### src/rtl/vec_seq_pkg.sv
// Shared constants and types for the vector stream sequencer.
package vec_seq_pkg;

  localparam int unsigned BYTES_PER_BEAT = 8;
  localparam int unsigned BEAT_SHIFT     = 3;

  // FSM encoding kept as plain constants for compatibility with older tooling
  typedef logic [1:0] state_t;
  localparam state_t IDLE   = 2'd0;
  localparam state_t ISSUE  = 2'd1;
  localparam state_t FINISH = 2'd2;

  typedef logic [BYTES_PER_BEAT-1:0] lane_mask_t;

endpackage

### src/rtl/lane_mask_gen.sv
// Maps the bytes still outstanding in a command to the lane mask and last flag
// of the beat that covers them.
module lane_mask_gen
  import vec_seq_pkg::*;
#(
  parameter int unsigned LEN_W = 16
) (
  input  logic [LEN_W-1:0]          remaining,
  output logic [BYTES_PER_BEAT-1:0] mask,
  output logic                      last
);

  // Full beat when 8+ bytes remain, otherwise the low 'remaining' lanes
  always_comb begin
    last = (remaining <= LEN_W'(BYTES_PER_BEAT));
    if (remaining >= LEN_W'(BYTES_PER_BEAT)) begin
      mask = '1;
    end else begin
      mask = lane_mask_t'((16'd1 << remaining[BEAT_SHIFT-1:0]) - 16'd1);
    end
  end

endmodule

### src/rtl/vector_stream_sequencer.sv
// Walks a byte buffer in 64-bit beats, presenting address, lane mask, last flag
// and the scalar-broadcast select to the vector datapath. All outputs registered.
module vector_stream_sequencer
  import vec_seq_pkg::*;
#(
  parameter int unsigned ADDR_W = 32,
  parameter int unsigned LEN_W  = 16,
  parameter int unsigned LANES  = 8
) (
  input  logic              clk,
  input  logic              reset,
  input  logic              cmd_valid,
  output logic              cmd_ready,
  input  logic [ADDR_W-1:0] cmd_base,
  input  logic [LEN_W-1:0]  cmd_len,
  input  logic              cmd_scalar,
  input  logic              abort,
  output logic              beat_valid,
  input  logic              beat_ready,
  output logic [ADDR_W-1:0] beat_addr,
  output logic [LANES-1:0]  beat_lane_mask,
  output logic              beat_se_sel,
  output logic              beat_last,
  output logic              busy,
  output logic              done,
  output logic              err
);

  state_t            state_q, state_d;
  logic [ADDR_W-1:0] addr_q, addr_d;
  logic [LEN_W-1:0]  rem_q, rem_d;
  logic              se_q, se_d;
  logic              valid_q, valid_d;
  lane_mask_t        mask_q, mask_d;
  logic              last_q, last_d;
  logic              done_q, done_d;
  logic              err_q, err_d;
  logic              rdy_q, rdy_d;
  logic              busy_q, busy_d;

  lane_mask_t        gen_mask;
  logic              gen_last;
  logic              accept;
  logic              hs;
  logic              issuing;

  // Mask/last are computed from the next remaining count so they can be registered
  lane_mask_gen #(
    .LEN_W(LEN_W)
  ) u_lane_mask_gen (
    .remaining(rem_d),
    .mask     (gen_mask),
    .last     (gen_last)
  );

  // Next-state and next-output logic
  always_comb begin
    state_d = state_q;
    addr_d  = addr_q;
    rem_d   = rem_q;
    se_d    = se_q;
    err_d   = 1'b0;
    // rdy_q is only ever high in IDLE, so it doubles as the IDLE qualifier
    accept  = cmd_valid && rdy_q;
    hs      = valid_q && beat_ready;

    case (state_q)
      IDLE: begin
        if (accept) begin
          if (cmd_base[BEAT_SHIFT-1:0] != '0) begin
            err_d = 1'b1;
          end else if (cmd_len == '0) begin
            state_d = FINISH;
          end else begin
            addr_d  = cmd_base;
            rem_d   = cmd_len;
            se_d    = cmd_scalar;
            state_d = ISSUE;
          end
        end
      end
      ISSUE: begin
        if (hs) begin
          // Address wraps silently; remaining may underflow only on exit
          addr_d = addr_q + ADDR_W'(BYTES_PER_BEAT);
          rem_d  = rem_q - LEN_W'(BYTES_PER_BEAT);
          if (last_q) state_d = FINISH;
        end
        if (abort) state_d = FINISH;
      end
      FINISH: state_d = IDLE;
      default: state_d = IDLE;
    endcase

    issuing = (state_d == ISSUE);
    if (!issuing) se_d = 1'b0;
    valid_d = issuing;
    mask_d  = issuing ? gen_mask : '0;
    last_d  = issuing && gen_last;
    done_d  = (state_d == FINISH);
    rdy_d   = (state_d == IDLE);
    busy_d  = (state_d != IDLE);
  end

  // State and output registers; reset discards any command in flight
  always_ff @(posedge clk or posedge reset) begin
    if (reset) begin
      state_q <= IDLE;
      addr_q  <= '0;
      rem_q   <= '0;
      se_q    <= 1'b0;
      valid_q <= 1'b0;
      mask_q  <= '0;
      last_q  <= 1'b0;
      done_q  <= 1'b0;
      err_q   <= 1'b0;
      rdy_q   <= 1'b0;
      busy_q  <= 1'b0;
    end else begin
      state_q <= state_d;
      addr_q  <= addr_d;
      rem_q   <= rem_d;
      se_q    <= se_d;
      valid_q <= valid_d;
      mask_q  <= mask_d;
      last_q  <= last_d;
      done_q  <= done_d;
      err_q   <= err_d;
      rdy_q   <= rdy_d;
      busy_q  <= busy_d;
    end
  end

  assign cmd_ready      = rdy_q;
  assign beat_valid     = valid_q;
  assign beat_addr      = addr_q;
  assign beat_lane_mask = LANES'(mask_q);
  assign beat_se_sel    = se_q;
  assign beat_last      = last_q;
  assign busy           = busy_q;
  assign done           = done_q;
  assign err            = err_q;

endmodule

### config.mk
export PLATFORM = sky130hd
export DESIGN_NAME = vector_stream_sequencer
export DESIGN_NICKNAME = d
export VERILOG_FILES = /design/src/rtl/vec_seq_pkg.sv /design/src/rtl/lane_mask_gen.sv /design/src/rtl/vector_stream_sequencer.sv
export SDC_FILE = /design/constraint.sdc
export NUM_CORES = 1
export LEC_CHECK = 0
export BUFFER_PORTS_ARGS = -buffer_cell sky130_fd_sc_hd__buf_2
export CAP_MARGIN = 20
export CORE_UTILIZATION = 40
export DETAILED_ROUTE_END_ITERATION = 8
export GPL_TIMING_DRIVEN = 0
export SYNTH_ARGS = -nofsm -noshare
export SYNTH_HDL_FRONTEND = slang
export SYNTH_SLANG_ARGS = --single-unit
### constraint.sdc
create_clock -name clk -period 5.9 [get_ports clk]
set_clock_uncertainty 0.05 [all_clocks]
set_input_delay 1.18 -clock clk [delete_from_list [all_inputs] [get_ports clk]]
set_output_delay 1.18 -clock clk [all_outputs]
set_load 0.02 [all_outputs]
Word level (Yosys, flattened, before mapping)
Index checks and enable logic that the tools add are counted.
{"block": "op_classes", "n_mux": 27, "n_reduce_logical": 11, "n_eq_ne": 11, "shifts": 1, "magnitude_cmp": 2, "add_sub_neg": 3}
{"cell": "$mux 32", "n": 4}
{"cell": "$mux 16", "n": 4}
{"cell": "$pmux 32 s2", "n": 1}
{"cell": "$add 32x4->32 const B", "n": 1}
{"cell": "$pmux 16 s2", "n": 1}
{"cell": "$ge 16x4->1 const B", "n": 1}
{"cell": "$le 16x4->1 const B", "n": 1}
{"cell": "$logic_not 16->1", "n": 1}
{"cell": "$mux 8", "n": 2}
{"cell": "$sub 16x4->16 const B", "n": 1}
{"cell": "$mux 2", "n": 6}
{"cell": "$ne 2x2->1 const B", "n": 6}
{"cell": "$mux 1", "n": 8}
{"cell": "$shl 1x3->8 const A", "n": 1}
{"cell": "$sub 8x1->8 const B", "n": 1}
{"cell": "$reduce_and 5->1", "n": 1}
{"cell": "$eq 2x1->1 const B", "n": 2}
{"cell": "$logic_not 2->1", "n": 2}
{"cell": "$ne 2x1->1 const B", "n": 2}
{"cell": "$pmux 2 s2", "n": 1}
{"cell": "$reduce_and 4->1", "n": 1}
{"cell": "$reduce_bool 2->1", "n": 2}
{"cell": "$logic_and 1x1->1", "n": 3}
{"cell": "$reduce_bool 3->1", "n": 1}
{"cell": "$eq 2x2->1 const B", "n": 1}
{"block": "totals", "out_inout_bits": 47, "ff_bits": 65}

Logic depth before layout (Yosys ltp)
Gate-level depths: netlist of run 1.
{"block": "logic_depth", "depth_word": 9, "mapped_depth": 9}

Modules after synthesis
From an unflattened synthesis of run 1, not the netlist that was laid out.
{"block": "hier_totals", "cells_unflattened": 431, "area_unflattened_um2": 3792.4}
{"module": "vector_stream_sequencer", "n_inst": 1, "seq_area_each_um2": 1626.6, "cells_each": 409, "area_per_inst_um2": 3679.8}
{"module": "lane_mask_gen", "n_inst": 1, "seq_area_each_um2": 0.0, "cells_each": 22, "area_per_inst_um2": 112.6}

Worst setup path before layout of run 1
OpenSTA, ideal clock, no wires.
{"block": "synth_timing", "path_kind": "input port to flip-flop", "from": "in cmd_len[11]", "to": "reg mask_q[1] (netlist: beat_lane_mask[1])", "required_time_ns": 5.669, "setup_ns": 0.181, "arrival_ns": 3.117, "stages": 8, "setup_slack_ns": 2.552, "path_cell_list": "nor4_2 > nand4_4 > and2_4 > buf_6 > a32oi_1 > or4b_4 > nor4_4 > a41oi_1"}
{"block": "synth_between", "elab_chain_len": 9, "word_cells_on_any_way": 15}
{"item": "start, declared", "line_no": "vector_stream_sequencer.sv:15", "text": "input logic [LEN_W-1:0] cmd_len,"}
{"item": "$logic_not 16->1", "line_no": "vector_stream_sequencer.sv:72", "text": "end else if (cmd_len == '0) begin"}
{"item": "$mux 16", "line_no": "vector_stream_sequencer.sv:72"}
{"item": "$mux 16", "line_no": "vector_stream_sequencer.sv:70", "text": "if (cmd_base[BEAT_SHIFT-1:0] != '0) begin"}
{"item": "$mux 16", "line_no": "vector_stream_sequencer.sv:69", "text": "if (accept) begin"}
{"item": "$pmux 16 s2", "line_no": "vector_stream_sequencer.sv:67", "text": "case (state_q)"}
{"item": "$shl 1x3->8", "line_no": "lane_mask_gen.sv:19", "text": "mask = lane_mask_t'((16'd1 << remaining[BEAT_SHIFT-1:0]) - 16'd1);"}
{"item": "$sub 8x1->8", "line_no": "lane_mask_gen.sv:19"}
{"item": "$mux 8", "line_no": "lane_mask_gen.sv:16", "text": "if (remaining >= LEN_W'(BYTES_PER_BEAT)) begin"}
{"item": "$mux 8 *", "line_no": "vector_stream_sequencer.sv:98", "text": "mask_d = issuing ? gen_mask : '0;"}
{"item": "via mask_d[1]", "line_no": "vector_stream_sequencer.sv:34", "text": "lane_mask_t mask_q, mask_d;"}
{"item": "end signal, assigned", "line_no": "vector_stream_sequencer.sv:125", "text": "mask_q <= mask_d;"}
{"item": "end, declared", "line_no": "vector_stream_sequencer.sv:34"}
The timed path passes the listed nets; every way through them passes the cells marked *.
A chain may end at the register's enable or synchronous reset.

Final worst setup path of run 1
Same ends and word-level chain as after synthesis.

==> impl_metrics.prom, run 1 <==
# TYPE chip_impl_metric gauge
chip_impl_info{name="leading_register_cell_type_out_of_synthesis",value="dfrtp_1"} 1
chip_impl_metric{name="coreArea",unit="sq um"} 8720
chip_impl_metric{name="synthesis.instances",unit=""} 397
chip_impl_metric{name="synth_nets",unit=""} 453
chip_impl_metric{name="vdd.ir_drop.worst",unit="mV"} 0.149
chip_impl_metric{name="via_per_inst",unit=""} 5.82
chip_impl_metric{name="syn_avg_cell_area",unit="sq um"} 9.09
chip_impl_info{name="timing.critical_path.to",value="beat_lane_mask[1]$_DFF_PP0_"} 1
chip_impl_metric{name="timing.slew.headroom",unit="%"} 17.2
chip_impl_metric{name="cts_num_sinks",unit=""} 65
chip_impl_metric{name="finalSetupViolations",unit=""} 0
chip_impl_info{name="outcome",value="finished, final reports clean"} 1
chip_impl_info{name="synth_area_leaders",value="dfrtp_1 (45%), a21oi_1 (6.4%), nand2_1 (4.3%)"} 1
chip_impl_metric{name="areaGrowthSynthToFinish",unit="%"} 23.4
chip_impl_metric{name="die_h",unit="um"} 97.0
chip_impl_metric{name="detailedRoute.firstPassIterationCount",unit=""} 4
chip_impl_metric{name="half_perimeter_wire_length_after_detailed_placement",unit="um"} 7830
chip_impl_metric{name="critical_path.max_fanout",unit=""} 10
chip_impl_metric{name="clock.fmax",unit="MHz"} 274
chip_impl_metric{name="setup_tns",unit="ns"} 0
chip_impl_metric{name="global_placer_s_final_weighted_congestion",unit=""} 0.925
chip_impl_metric{name="die_w",unit="um"} 97.0
chip_impl_info{name="crit_start",value="cmd_len[11]"} 1
chip_impl_info{name="critical_path_class",value="input port to flip-flop"} 1
chip_impl_metric{name="synth_sequential_area_ratio",unit="%"} 45.1
chip_impl_info{name="hold_class",value="flip-flop to flip-flop"} 1
chip_impl_metric{name="floorplan.initialDensity",unit="%"} 41.4
chip_impl_metric{name="detail_route.wl_per_cell",unit="um"} 17.8
chip_impl_metric{name="grt_start_max_net_pins",unit=""} 66
chip_impl_metric{name="final.setup.worst_slack",unit="ns"} 2.25
chip_impl_metric{name="crit_arrival",unit="ns"} 3.74
chip_impl_info{name="clock_tree.root_cell",value="clkbuf_8"} 1
chip_impl_metric{name="yosys_register_bits",unit=""} 65
chip_impl_info{name="synth.most_common_cell",value="dfrtp_1"} 1
chip_impl_metric{name="r2r_slack",unit="ns"} 2.64
chip_impl_metric{name="cts_inserted_buffers",unit=""} 9
chip_impl_metric{name="maxSlewViolCount",unit=""} 0
chip_impl_metric{name="insertedDiodeCount",unit=""} 0
chip_impl_metric{name="drv.max_cap_violation_count",unit=""} 0
chip_impl_info{name="grt_setup_unrepaired",value="false"} 1
chip_impl_metric{name="leakage_power",unit="uW"} 0.00202
chip_impl_info{name="crit-reg2reg-capture",value="beat_lane_mask[1]$_DFF_PP0_"} 1
chip_impl_metric{name="netlist-cell-type-count",unit=""} 63
chip_impl_metric{name="clockBufferDepth",unit=""} 2
chip_impl_metric{name="worst_tran_pin_value",unit="ns"} 1.24
chip_impl_metric{name="final.period_utilization",unit="%"} 61.9
chip_impl_metric{name="nets",unit=""} 564
chip_impl_metric{name="synth.cell_area",unit="sq um"} 3610
chip_impl_info{name="setup.worst_path.end_class",value="flip-flop"} 1
chip_impl_metric{name="antenna_violations_before_repair",unit=""} 0
chip_impl_metric{name="timing_hold_violations_final",unit=""} 0
chip_impl_metric{name="cts_repair_resize_count",unit=""} 0
chip_impl_metric{name="synth_edf_count",unit=""} 0
chip_impl_metric{name="hold_path_depth",unit=""} 1
chip_impl_metric{name="post_route_cells_drive_above_1_share",unit="%"} 27.5
chip_impl_metric{name="yosys_warnings",unit=""} 0
chip_impl_metric{name="worst_setup_hold_path_clk_slew",unit="ns"} 0.08
chip_impl_metric{name="dieArea",unit="sq um"} 9410
chip_impl_metric{name="ff_latch_area",unit="sq um"} 1630
chip_impl_metric{name="timing.reg2reg.worst_path_depth",unit=""} 7
chip_impl_metric{name="synthArstFlopShare",unit="%"} 100
chip_impl_metric{name="ioPinCount",unit=""} 101
chip_impl_metric{name="multi_input_area",unit="sq um"} 1840
chip_impl_metric{name="period_minus_slack",unit="ns"} 3.65
chip_impl_metric{name="ant_nets",unit=""} 0
chip_impl_metric{name="required",unit="ns"} 5.99
chip_impl_metric{name="vias",unit=""} 3615
chip_impl_metric{name="post_layout_nonfiller_instances",unit=""} 621
chip_impl_metric{name="pre_cts_ws",unit="ns"} 1.96
chip_impl_metric{name="h_tree_lvls",unit=""} 3
chip_impl_info{name="synth_top_cells_by_count",value="dfrtp_1 (65), a21oi_1 (46), nand2_1 (41)"} 1
chip_impl_metric{name="via_count_of_the_first_global_routing_pass",unit=""} 3499
chip_impl_metric{name="placed_cells_incl_taps",unit=""} 605
chip_impl_metric{name="hold_buffers",unit=""} 0
chip_impl_metric{name="wire_length_of_the_first_global_routing_pass",unit="um"} 18100
chip_impl_info{name="critical_path.startpoint_type",value="input port"} 1
chip_impl_info{name="synthDominantAreaCellType",value="dfrtp_1"} 1
chip_impl_info{name="tritoncts_clock_tree",value="done"} 1
chip_impl_metric{name="global_route.overflow_total",unit=""} 0
chip_impl_metric{name="drc_violation_count_after_routing",unit=""} 0
chip_impl_metric{name="global_route.usage.total",unit="%"} 24.1
chip_impl_metric{name="port-buffer-count",unit=""} 100
chip_impl_metric{name="initialDrtViolationCount",unit=""} 247
chip_impl_metric{name="synth_top_cell_area_share",unit="%"} 45.1
chip_impl_metric{name="totalWireLength",unit="um"} 11100
chip_impl_info{name="worstReg2RegStart",value="rem_q[6]$_DFF_PP0_"} 1
chip_impl_metric{name="nFillCells",unit=""} 867
chip_impl_metric{name="pwr_density_cell",unit="nW/um^2"} 355
chip_impl_metric{name="worst_skew_pair.late_latency",unit="ns"} 0.34
chip_impl_metric{name="placementRows",unit=""} 34
chip_impl_metric{name="post-cts-setup-buffers",unit=""} 0
## worst min path at each step
stage                                   from                  endpoint  slack (ns)
finish              beat_addr[0]$_DFFE_PP0P_  beat_addr[0]$_DFFE_PP0P_        0.44
global route        beat_addr[0]$_DFFE_PP0P_  beat_addr[0]$_DFFE_PP0P_        0.45
CTS                 beat_addr[0]$_DFFE_PP0P_  beat_addr[0]$_DFFE_PP0P_        0.44
detailed placement  beat_addr[0]$_DFFE_PP0P_  beat_addr[0]$_DFFE_PP0P_        0.42
global placement    beat_addr[2]$_DFFE_PP0P_  beat_addr[2]$_DFFE_PP0P_        0.41
floorplan                 rem_q[0]$_DFF_PP0_        rem_q[0]$_DFF_PP0_        0.44
## report_power, final
| part | switching (uW) | internal [uW] | total (uW) | leakage [uW] |
|---|---|---|---|---|
| clock | 188 | 207 | 395 | 0.0000985 |
| combinational | 312 | 193 | 505 | 0.00112 |
| sequential | 131 | 551 | 682 | 0.000800 |
## cell families (layout without fill, tap and decap cells)
logic type | Yosys count | after routing | synth area share [%]
buffers and inverters | 35 | 151 | 4.09
adders and majority gates | 2 | 2 | 0.693
DFF | 65 | 65 | 45.1
muxes | 4 | 4 | 1.11
xor gates and xnor gates | 2 | 2 | 0.485
and+or+nand+nor | 156 | 156 | 25.2
AOI/OAI and AO/OA | 133 | 133 | 23.3
## flip-flops by register name, summed over array words and instances, names as in the netlist
signal / flops
state_q: 2
beat_se_sel: 1
cmd_ready: 1
beat_lane_mask: 8
done: 1
beat_last: 1
err: 1
busy: 1
beat_valid: 1
rem_q: 16
beat_addr: 32
## cell type report
type,instances,share of cell area (%)
plain buffers,20,2.05
clock buffers,10,3.09
clock inverters,6,1.52
inverters,15,1.32
multi-input cells,297,41.2
flip-flops and latches,65,36.5
well taps,108,3.03
repair buffers,100,11.2
## worst max-delay path, stage by stage
cell and delay, ns:
buf_2 0.11, nor4_2 0.41, nand4_4 0.26, and2_4 0.26, buf_6 0.14, a32oi_1 0.18, or4b_4 0.50, nor4_4 0.48
a41oi_1 0.20
## cell usage in the layout (no fill, tap or decap), drive strengths merged, types with 2 or more instances in the layout
master,instances
nor4,12
nand4b,2
o2bb2ai,2
and4b,2
o22a,2
clkbuf,25
buf,105
a2bb2oi,7
nand2b,2
mux2i,4
nor3,8
a32oi,5
clkinvlp,2
o31ai,5
clkinv,3
and2,4
a31o,3
o32ai,2
or3,7
nand3,19
a31oi,13
nor2,36
or4,3
a21oi,46
nand2,43
inv,15
o22ai,11
nand4,7
ha,2
o21ai,25
dfrtp,65
and3,5
## stage by stage
| step | hold WS, ns | cell area, sq um | total power (uW) | utilization [%] |
|---|---|---|---|---|
| 5_1_grt | 0.452 | 4450 | 1670 | 51.1 |
| 4_1_cts | 0.439 | 4450 | 1590 | 51.1 |
| 3_5_place_dp | 0.415 | 4250 | 1190 | 48.7 |
| 2_1_floorplan | 0.437 | 3610 | 1000 | - |
| 3_3_place_gp | 0.414 | 4250 | 1180 | 48.7 |
| 6_report | 0.438 | 4450 | 1580 | 51.1 |
## routing by layer
layer / vias up / wire (um) / track usage [%]
li1: 1709 / - / -
met1: 1760 / 5220 / 34.4
met2: 125 / 5100 / 37.2
met3: 21 / 552 / 3.83
met4: 0 / 177 / 8.38
met5: - / 0 / 0
Power figures use the tool's default switching activity.
==> run 2: changes to the inputs <==
--- a/config.mk
+++ b/config.mk
@@ -5,11 +5,13 @@
 export SDC_FILE = /design/constraint.sdc
 export NUM_CORES = 1
 export LEC_CHECK = 0
+export ABC_AREA = 1
 export BUFFER_PORTS_ARGS = -buffer_cell sky130_fd_sc_hd__buf_2
 export CAP_MARGIN = 20
 export CORE_UTILIZATION = 40
 export DETAILED_ROUTE_END_ITERATION = 8
 export GPL_TIMING_DRIVEN = 0
+export PLACE_DENSITY = 0.65
 export SYNTH_ARGS = -nofsm -noshare
 export SYNTH_HDL_FRONTEND = slang
 export SYNTH_SLANG_ARGS = --single-unit
==> constraint.sdc (replaced) <==
create_clock -name clk -period 3 [get_ports clk]
set_clock_uncertainty 0.05 [all_clocks]
set_input_delay 0.6 -clock clk [delete_from_list [all_inputs] [get_ports clk]]
set_output_delay 0.6 -clock clk [all_outputs]
set_load 0.02 [all_outputs]
==> run 2 against run 1 <==
Against the previous run:
- total power rose by 120%
- area after synthesis up 14%
- count of clock-buffer cells in the layout fell by 1
- worst setup slack worse by 1.7 ns
- flip-flop and latch count stayed put
- first-iteration DRC count fell by 1.2%
- sequential share of layout area is 3.9 points lower
- critical endpoint is now beat_lane_mask[6]$_DFF_PP0_
- largest cell class unchanged
- highest routed layer unchanged
==> impl_metrics.prom, run 2 <==
# TYPE chip_impl_metric gauge
chip_impl_metric{name="globalRouteMet1Util",unit="%"} 32.9
chip_impl_info{name="synthDominantAreaCellType",value="dfrtp_1"} 1
chip_impl_metric{name="timing.slew.headroom",unit="%"} 44.8
chip_impl_metric{name="vdd.ir_drop.worst",unit="mV"} 0.269
chip_impl_metric{name="half_perimeter_wire_length_after_detailed_placement",unit="um"} 9360
chip_impl_metric{name="design_area",unit="sq um"} 4990
chip_impl_metric{name="h_tree_lvls",unit=""} 3
chip_impl_info{name="leading_register_cell_type_out_of_synthesis",value="dfrtp_1"} 1
chip_impl_metric{name="worst_tran_pin_value",unit="ns"} 0.828
chip_impl_metric{name="p_switching",unit="uW"} 1500
chip_impl_metric{name="worst_skew_pair.late_latency",unit="ns"} 0.36
chip_impl_info{name="tritoncts_clock_tree",value="done"} 1
chip_impl_metric{name="insertedDiodeCount",unit=""} 0
chip_impl_metric{name="largest_reg_flops",unit=""} 32
chip_impl_metric{name="clockPowerShare",unit="%"} 22.6
chip_impl_metric{name="detail_route.wl_per_cell",unit="um"} 15.2
chip_impl_info{name="synth_top_cells_by_count",value="nand2_1 (151), nor2_1 (72), inv_1 (70)"} 1
chip_impl_metric{name="post-cts-setup-buffers",unit=""} 0
chip_impl_metric{name="global_placer_s_final_weighted_congestion",unit=""} 0.941
chip_impl_metric{name="coreArea",unit="sq um"} 9860
chip_impl_metric{name="drc_violation_count_after_routing",unit=""} 0
chip_impl_metric{name="met3_usage",unit="%"} 5.79
chip_impl_metric{name="via_per_inst",unit=""} 5.25
chip_impl_metric{name="totalWireLength",unit="um"} 12700
chip_impl_metric{name="final.period_utilization",unit="%"} 82.4
chip_impl_metric{name="cts_num_sinks",unit=""} 65
chip_impl_metric{name="leakage_power",unit="uW"} 0.00252
chip_impl_metric{name="synth_nets",unit=""} 647
chip_impl_metric{name="global_route.overflow_total",unit=""} 0
chip_impl_metric{name="synth_sequential_area_ratio",unit="%"} 39.4
chip_impl_metric{name="timing_hold_violations_final",unit=""} 0
chip_impl_metric{name="global_route.usage.total",unit="%"} 24.9
chip_impl_metric{name="netlist-cell-type-count",unit=""} 39
chip_impl_metric{name="post_route_cells_drive_above_1_share",unit="%"} 21.2
chip_impl_metric{name="synth_edf_count",unit=""} 0
chip_impl_metric{name="placementRows",unit=""} 36
chip_impl_metric{name="synth_top_cell_area_share",unit="%"} 39.4
chip_impl_metric{name="dieArea",unit="sq um"} 10700
chip_impl_metric{name="period_minus_slack",unit="ns"} 2.47
chip_impl_metric{name="ioPinCount",unit=""} 101
chip_impl_metric{name="initialDrtViolationCount",unit=""} 244
chip_impl_info{name="synth_area_leaders",value="dfrtp_1 (39%), nand2_1 (14%), nand3_1 (8.4%)"} 1
chip_impl_metric{name="synthesis.instances",unit=""} 591
chip_impl_info{name="most_used_cells_in_the_layout_excluding_fill_and_tap_cells",value="nand2_1 (151), buf_2 (105), nor2_1 (72)"} 1
chip_impl_info{name="hold_class",value="input port to async pin"} 1
chip_impl_metric{name="grt_start_max_net_pins",unit=""} 66
chip_impl_metric{name="port-buffer-count",unit=""} 100
chip_impl_metric{name="finalSetupViolations",unit=""} 0
chip_impl_info{name="setup.worst_path.end_class",value="flip-flop"} 1
chip_impl_metric{name="wire_length_of_the_first_global_routing_pass",unit="um"} 21100
chip_impl_metric{name="nets",unit=""} 758
chip_impl_metric{name="yosys_warnings",unit=""} 0
chip_impl_metric{name="die_h",unit="um"} 104
chip_impl_metric{name="clockBufferDepth",unit=""} 2
chip_impl_info{name="critical_path.startpoint_type",value="flip-flop"} 1
chip_impl_metric{name="cts_repair_resize_count",unit=""} 0
chip_impl_metric{name="areaGrowthSynthToFinish",unit="%"} 20.9
chip_impl_metric{name="synth.cell_area",unit="sq um"} 4130
chip_impl_metric{name="sequential_power_share",unit="%"} 40.1
chip_impl_metric{name="critical_path.max_fanout",unit=""} 6
chip_impl_info{name="globalRoute.busiestLayer",value="met2"} 1
chip_impl_info{name="critical_path_class",value="flip-flop to flip-flop"} 1
chip_impl_metric{name="yosys_register_bits",unit=""} 65
chip_impl_metric{name="via_count_of_the_first_global_routing_pass",unit=""} 4120
chip_impl_metric{name="use_met2",unit="%"} 40.4
chip_impl_metric{name="required",unit="ns"} 3.20
chip_impl_metric{name="pwr_density_cell",unit="nW/um^2"} 682
chip_impl_metric{name="syn_avg_cell_area",unit="sq um"} 6.98
chip_impl_metric{name="drv.max_cap_violation_count",unit=""} 0
chip_impl_metric{name="dpl_cell_area",unit="sq um"} 4790
chip_impl_metric{name="hold_buffers",unit=""} 0
chip_impl_metric{name="nFillCells",unit=""} 1019
chip_impl_metric{name="finalHoldWorstSlack",unit="ns"} 0.340
chip_impl_metric{name="antenna_violations_before_repair",unit=""} 0
chip_impl_metric{name="floorplan.initialDensity",unit="%"} 41.8
chip_impl_info{name="leading_cell_type_in_the_layout_fill_and_taps_excluded",value="nand2_1"} 1
chip_impl_metric{name="clock.fmax",unit="MHz"} 405
chip_impl_metric{name="sw_frac_of_total",unit="%"} 44.1
chip_impl_metric{name="cellInternalPower",unit="uW"} 1900
chip_impl_metric{name="crit_arrival",unit="ns"} 2.67
chip_impl_metric{name="vias",unit=""} 4401
chip_impl_metric{name="worst_setup_hold_path_clk_slew",unit="ns"} 0.09
chip_impl_info{name="grt_setup_unrepaired",value="false"} 1
chip_impl_info{name="synth.most_common_cell",value="nand2_1"} 1
chip_impl_metric{name="cts_inserted_buffers",unit=""} 9
chip_impl_metric{name="combinationalPowerShare",unit="%"} 37.3
chip_impl_info{name="clock_tree.root_cell",value="clkbuf_8"} 1
chip_impl_metric{name="maxSlewViolCount",unit=""} 0
chip_impl_metric{name="synthArstFlopShare",unit="%"} 100
chip_impl_metric{name="detailedRoute.firstPassIterationCount",unit=""} 5
chip_impl_metric{name="ant_nets",unit=""} 0
chip_impl_metric{name="die_w",unit="um"} 104
chip_impl_info{name="outcome",value="finished, final reports clean"} 1
## run 2: cell types whose count changed in the layout (fill, tap and decap cells not counted), moves of 8 or more
cell      previous run  this run
a21oi_1             46         9
inv_1               14        69
xor2_1               1         9
nor2_1              35        72
nand2_1             41       151
a31oi_1             13         3
o211ai_1             1        11
nand3_1             19        69
o21ai_0             25        39
clkbuf_1            15         6
## run 2: power by group through the flow
stage          clock, uW  sequential [uW]  combinational [uW]
6_report             771             1360                1270
5_1_grt              834             1400                1420
4_1_cts              779             1360                1270
3_5_place_dp           0             1370                1260
3_3_place_gp           0             1370                1240
2_1_floorplan          0             1480                 729
## run 2: final timing paths
check                                               from                           to  slack (ns)  depth (start not counted)
worst max register to register        rem_q[3]$_DFF_PP0_  beat_lane_mask[6]$_DFF_PP0_        0.53                         15
worst min-delay path                               reset    beat_addr[31]$_DFFE_PP0P_        0.34                          2
worst max-delay path                  rem_q[3]$_DFF_PP0_  beat_lane_mask[6]$_DFF_PP0_        0.53                         15
worst min register to register  beat_addr[1]$_DFFE_PP0P_     beat_addr[1]$_DFFE_PP0P_        0.45                          2
max in group asynchronous                          reset    beat_addr[17]$_DFFE_PP0P_        2.00                          2
min in group clk                            cmd_base[25]    beat_addr[25]$_DFFE_PP0P_        0.45                          3
## run 2: area by class of cell
type	count	area, sq um	area share (%)
Clock buffer	9	124	2.48
Timing Repair Buffer	100	500	10.0
Sequential cell	65	1630	32.6
Tap cell	133	166	3.34
Multi-Input combinational cell	436	2150	43.0
Buffer	14	66.3	1.33
Inverter	76	289	5.79
Clock inverter	6	70.1	1.40
## run 2: worst max-delay path, stage by stage, from the launching register on
cell,delay [ns]
dfrtp_1,0.37
inv_2,0.10
ha_1,0.18
nand3_1,0.12
nor2_1,0.31
nand2_1,0.16
o21ai_0,0.17
nand2_1,0.07
nand2_1,0.06
nand3_1,0.10
nor2_1,0.13
nand2_1,0.12
nor2_4,0.19
nand2_2,0.07
nand2_2,0.09
nand2_1,0.06
## run 2: cell families after synthesis
kind of cell	synth area share, %
buffers and inverters	8.55
AOI/OAI and AO/OA	11.5
and+or+nand+nor	37.8
DFF	39.4
xor gates and xnor gates	2.12
adders and majority gates	0.607
## run 2: metrics by stage
stage | total power (uW) | std cells | util [%] | TNS, ns | setup slack [ns]
2_1_floorplan | 2210 | 591 | - | 0 | 0.724
3_3_place_gp | 2610 | 824 | 48.6 | -15.98 | -0.249
3_5_place_dp | 2630 | 824 | 48.6 | 0 | 0.362
4_1_cts | 3400 | 839 | 50.6 | 0 | 0.572
5_1_grt | 3660 | 839 | 50.6 | 0 | 0.322
6_report | 3400 | 839 | 50.6 | 0 | 0.529
## run 2: layer usage
metal / share of wire [%] / vias to the layer above
li1: - / 2159
met1: 43 / 2049
met2: 47 / 173
met3: 7.3 / 20
met4: 1.9 / 0
met5: 0 / -
==> run 3: changes to the inputs <==
--- a/config.mk
+++ b/config.mk
@@ -5,13 +5,12 @@
 export SDC_FILE = /design/constraint.sdc
 export NUM_CORES = 1
 export LEC_CHECK = 0
-export ABC_AREA = 1
+export ABC_AREA = 0
 export BUFFER_PORTS_ARGS = -buffer_cell sky130_fd_sc_hd__buf_2
 export CAP_MARGIN = 20
 export CORE_UTILIZATION = 40
 export DETAILED_ROUTE_END_ITERATION = 8
 export GPL_TIMING_DRIVEN = 0
-export PLACE_DENSITY = 0.65
 export SYNTH_ARGS = -nofsm -noshare
 export SYNTH_HDL_FRONTEND = slang
 export SYNTH_SLANG_ARGS = --single-unit
==> constraint.sdc (replaced) <==
create_clock -name clk -period 2.4 [get_ports clk]
set_clock_uncertainty 0.05 [all_clocks]
set_input_delay 0.48 -clock clk [delete_from_list [all_inputs] [get_ports clk]]
set_output_delay 0.48 -clock clk [all_outputs]
set_load 0.02 [all_outputs]
==> run 3 against run 2 <==
Against the previous run:
- the flow now finishes with violations (setup timing)
- final cell count shrank 23%
- wire length decreased by 8.4%
- combinational power up 13%
- first-iteration DRC count up 14%
- die area shrank 12%
- critical path depth decreased by 5
- non-clock buffer count rose by 28
- sequential share of layout area increased by 1.5 points
- largest cell class unchanged
==> impl_metrics.prom, run 3 (synthesized netlist as in run 1, its figures left out) <==
# TYPE chip_impl_metric gauge
chip_impl_metric{name="required",unit="ns"} 2.53
chip_impl_metric{name="finalHoldWorstSlack",unit="ns"} 0.230
chip_impl_metric{name="dpl_cell_area",unit="sq um"} 4260
chip_impl_metric{name="postLayoutCoreUtil",unit="%"} 54.8
chip_impl_metric{name="insertedDiodeCount",unit=""} 0
chip_impl_metric{name="p_total",unit="uW"} 4080
chip_impl_metric{name="maxSlewViolCount",unit=""} 0
chip_impl_metric{name="cts_num_sinks",unit=""} 65
chip_impl_info{name="critical_path.startpoint_type",value="flip-flop"} 1
chip_impl_metric{name="detail_route.wl_per_cell",unit="um"} 18.1
chip_impl_metric{name="period_minus_slack",unit="ns"} 2.79
chip_impl_metric{name="half_perimeter_wire_length_after_detailed_placement",unit="um"} 7740
chip_impl_metric{name="totalWireLength",unit="um"} 11700
chip_impl_metric{name="final.setup.worst_slack",unit="ns"} -0.393
chip_impl_metric{name="coreArea",unit="sq um"} 8720
chip_impl_metric{name="drv.max_cap_violation_count",unit=""} 0
chip_impl_metric{name="ant_nets",unit=""} 0
chip_impl_info{name="grt_setup_unrepaired",value="true"} 1
chip_impl_metric{name="timing_hold_violations_final",unit=""} 0
chip_impl_metric{name="drc_violation_count_after_routing",unit=""} 0
chip_impl_metric{name="crit_arrival",unit="ns"} 2.92
chip_impl_info{name="crit_start",value="rem_q[3]$_DFF_PP0_"} 1
chip_impl_metric{name="critical_path.max_fanout",unit=""} 5
chip_impl_metric{name="clock.fmax",unit="MHz"} 358
chip_impl_info{name="clock_tree.root_cell",value="clkbuf_8"} 1
chip_impl_metric{name="worst_skew_pair.late_latency",unit="ns"} 0.35
chip_impl_info{name="hold_class",value="input port to async pin"} 1
chip_impl_metric{name="die_h",unit="um"} 97.0
chip_impl_metric{name="worst_tran_pin_value",unit="ns"} 0.820
chip_impl_metric{name="h_tree_lvls",unit=""} 3
chip_impl_metric{name="largest_reg_flops",unit=""} 32
chip_impl_metric{name="nets",unit=""} 586
chip_impl_metric{name="design_area",unit="sq um"} 4780
chip_impl_metric{name="final.period_utilization",unit="%"} 116
chip_impl_info{name="leading_cell_type_in_the_layout_fill_and_taps_excluded",value="buf_2"} 1
chip_impl_metric{name="global_route.usage.total",unit="%"} 24.7
chip_impl_metric{name="leakage_power",unit="uW"} 0.00219
chip_impl_info{name="violated_checks",value="setup timing"} 1
chip_impl_metric{name="worst_setup_hold_path_clk_slew",unit="ns"} 0.08
chip_impl_metric{name="clockBufferDepth",unit=""} 2
chip_impl_info{name="tritoncts_clock_tree",value="done"} 1
chip_impl_info{name="setup.worst_path.end_class",value="flip-flop"} 1
chip_impl_metric{name="vdd.ir_drop.worst",unit="mV"} 0.478
chip_impl_metric{name="floorplan.initialDensity",unit="%"} 41.4
chip_impl_info{name="worstReg2RegStart",value="rem_q[3]$_DFF_PP0_"} 1
chip_impl_metric{name="initialDrtViolationCount",unit=""} 279
chip_impl_metric{name="placementRows",unit=""} 34
chip_impl_metric{name="dieArea",unit="sq um"} 9410
chip_impl_metric{name="finalSetupViolations",unit=""} 9
chip_impl_metric{name="ioPinCount",unit=""} 101
chip_impl_metric{name="global_route.overflow_total",unit=""} 0
chip_impl_info{name="outcome",value="finished with violations"} 1
chip_impl_metric{name="timing.slew.headroom",unit="%"} 45.4
chip_impl_metric{name="hold_buffers",unit=""} 0
chip_impl_info{name="most_used_cells_in_the_layout_excluding_fill_and_tap_cells",value="buf_2 (101), dfrtp_1 (61), a21oi_1 (46)"} 1
chip_impl_metric{name="via_count_of_the_first_global_routing_pass",unit=""} 3486
chip_impl_metric{name="detailedRoute.firstPassIterationCount",unit=""} 5
chip_impl_metric{name="global_placer_s_final_weighted_congestion",unit=""} 0.875
chip_impl_metric{name="cts_inserted_buffers",unit=""} 9
chip_impl_metric{name="via_per_inst",unit=""} 5.84
chip_impl_info{name="critical_path_class",value="flip-flop to flip-flop"} 1
chip_impl_metric{name="post_route_cells_drive_above_1_share",unit="%"} 35.0
chip_impl_metric{name="wire_length_of_the_first_global_routing_pass",unit="um"} 18300
chip_impl_metric{name="antenna_violations_before_repair",unit=""} 0
chip_impl_metric{name="grt_start_max_net_pins",unit=""} 66
chip_impl_metric{name="vias",unit=""} 3756
chip_impl_metric{name="port-buffer-count",unit=""} 100
chip_impl_metric{name="pwr_density_cell",unit="nW/um^2"} 853
chip_impl_metric{name="areaGrowthSynthToFinish",unit="%"} 32.5
chip_impl_metric{name="die_w",unit="um"} 97.0
[run 3: worst paths after layout]
path	to	slack, ns	cells past startpoint
worst max-delay path	beat_lane_mask[1]$_DFF_PP0_	-0.39	10
worst min-delay path	beat_addr[0]$_DFFE_PP0P_	0.23	2
worst max register to register	beat_lane_mask[1]$_DFF_PP0_	-0.39	10
worst min register to register	beat_addr[1]$_DFFE_PP0P_	0.44	1
max in group asynchronous	state_q[1]$_DFF_PP0_	1.46	2
min in group clk	beat_se_sel$_DFFE_PP0P_	0.31	3
[run 3: metal layers]
metal	part of all wire [%]	GRT usage, %	wire length (um)
met4	2.0	8.96	234
met1	46	34.9	5380
met2	46	37.5	5370
met3	5.9	4.91	686
met5	0	0	0
[run 3: metrics by stage]
stage               setup WS, ns  cells  TNS (ns)
floorplan                 -0.336    397     -2.61
global placement          -0.913    605    -60.78
detailed placement        -0.914    605    -17.89
CTS                       -0.275    636     -2.22
global route              -0.490    643     -4.28
finish                    -0.393    643     -3.21
[run 3: worst max-delay path, stage by stage (launching register included)]
cell and delay (ns):
dfrtp_1 0.41, inv_2 0.08, ha_4 0.13, and4b_1 0.23, nand2_2 0.10, mux2i_1 0.14, a311o_1 0.31, or4_4 0.56
nor4_4 0.31, buf_6 0.18, a41oi_2 0.12
[run 3: final cells by class]
| class | count | area [sq um] |
|---|---|---|
| Sequential cell | 65 | 1630 |
| Clock buffer | 10 | 128 |
| Tap cell | 108 | 135 |
| Buffer | 20 | 101 |
| Multi-Input combinational cell | 297 | 1990 |
| Inverter | 15 | 58.8 |
| Timing Repair Buffer | 122 | 671 |
| Clock inverter | 6 | 67.6 |
| Fill cell | 836 | 3940 |
[run 3: timing repair]
action / CTS / global route
gates cloned: 1 / 0
pin swaps: 11 / 9
setup buffers: 14 / 7
gates resized for setup: 25 / 16
setup endpoints to repair: 38 / 37
[run 3: report_power, final]
group,total [uW],leakage [uW],switching (uW),internal [uW]
Clock,952,0.0000929,469,484
Combinational,1430,0.00130,846,582
Sequential,1700,0.000794,344,1360
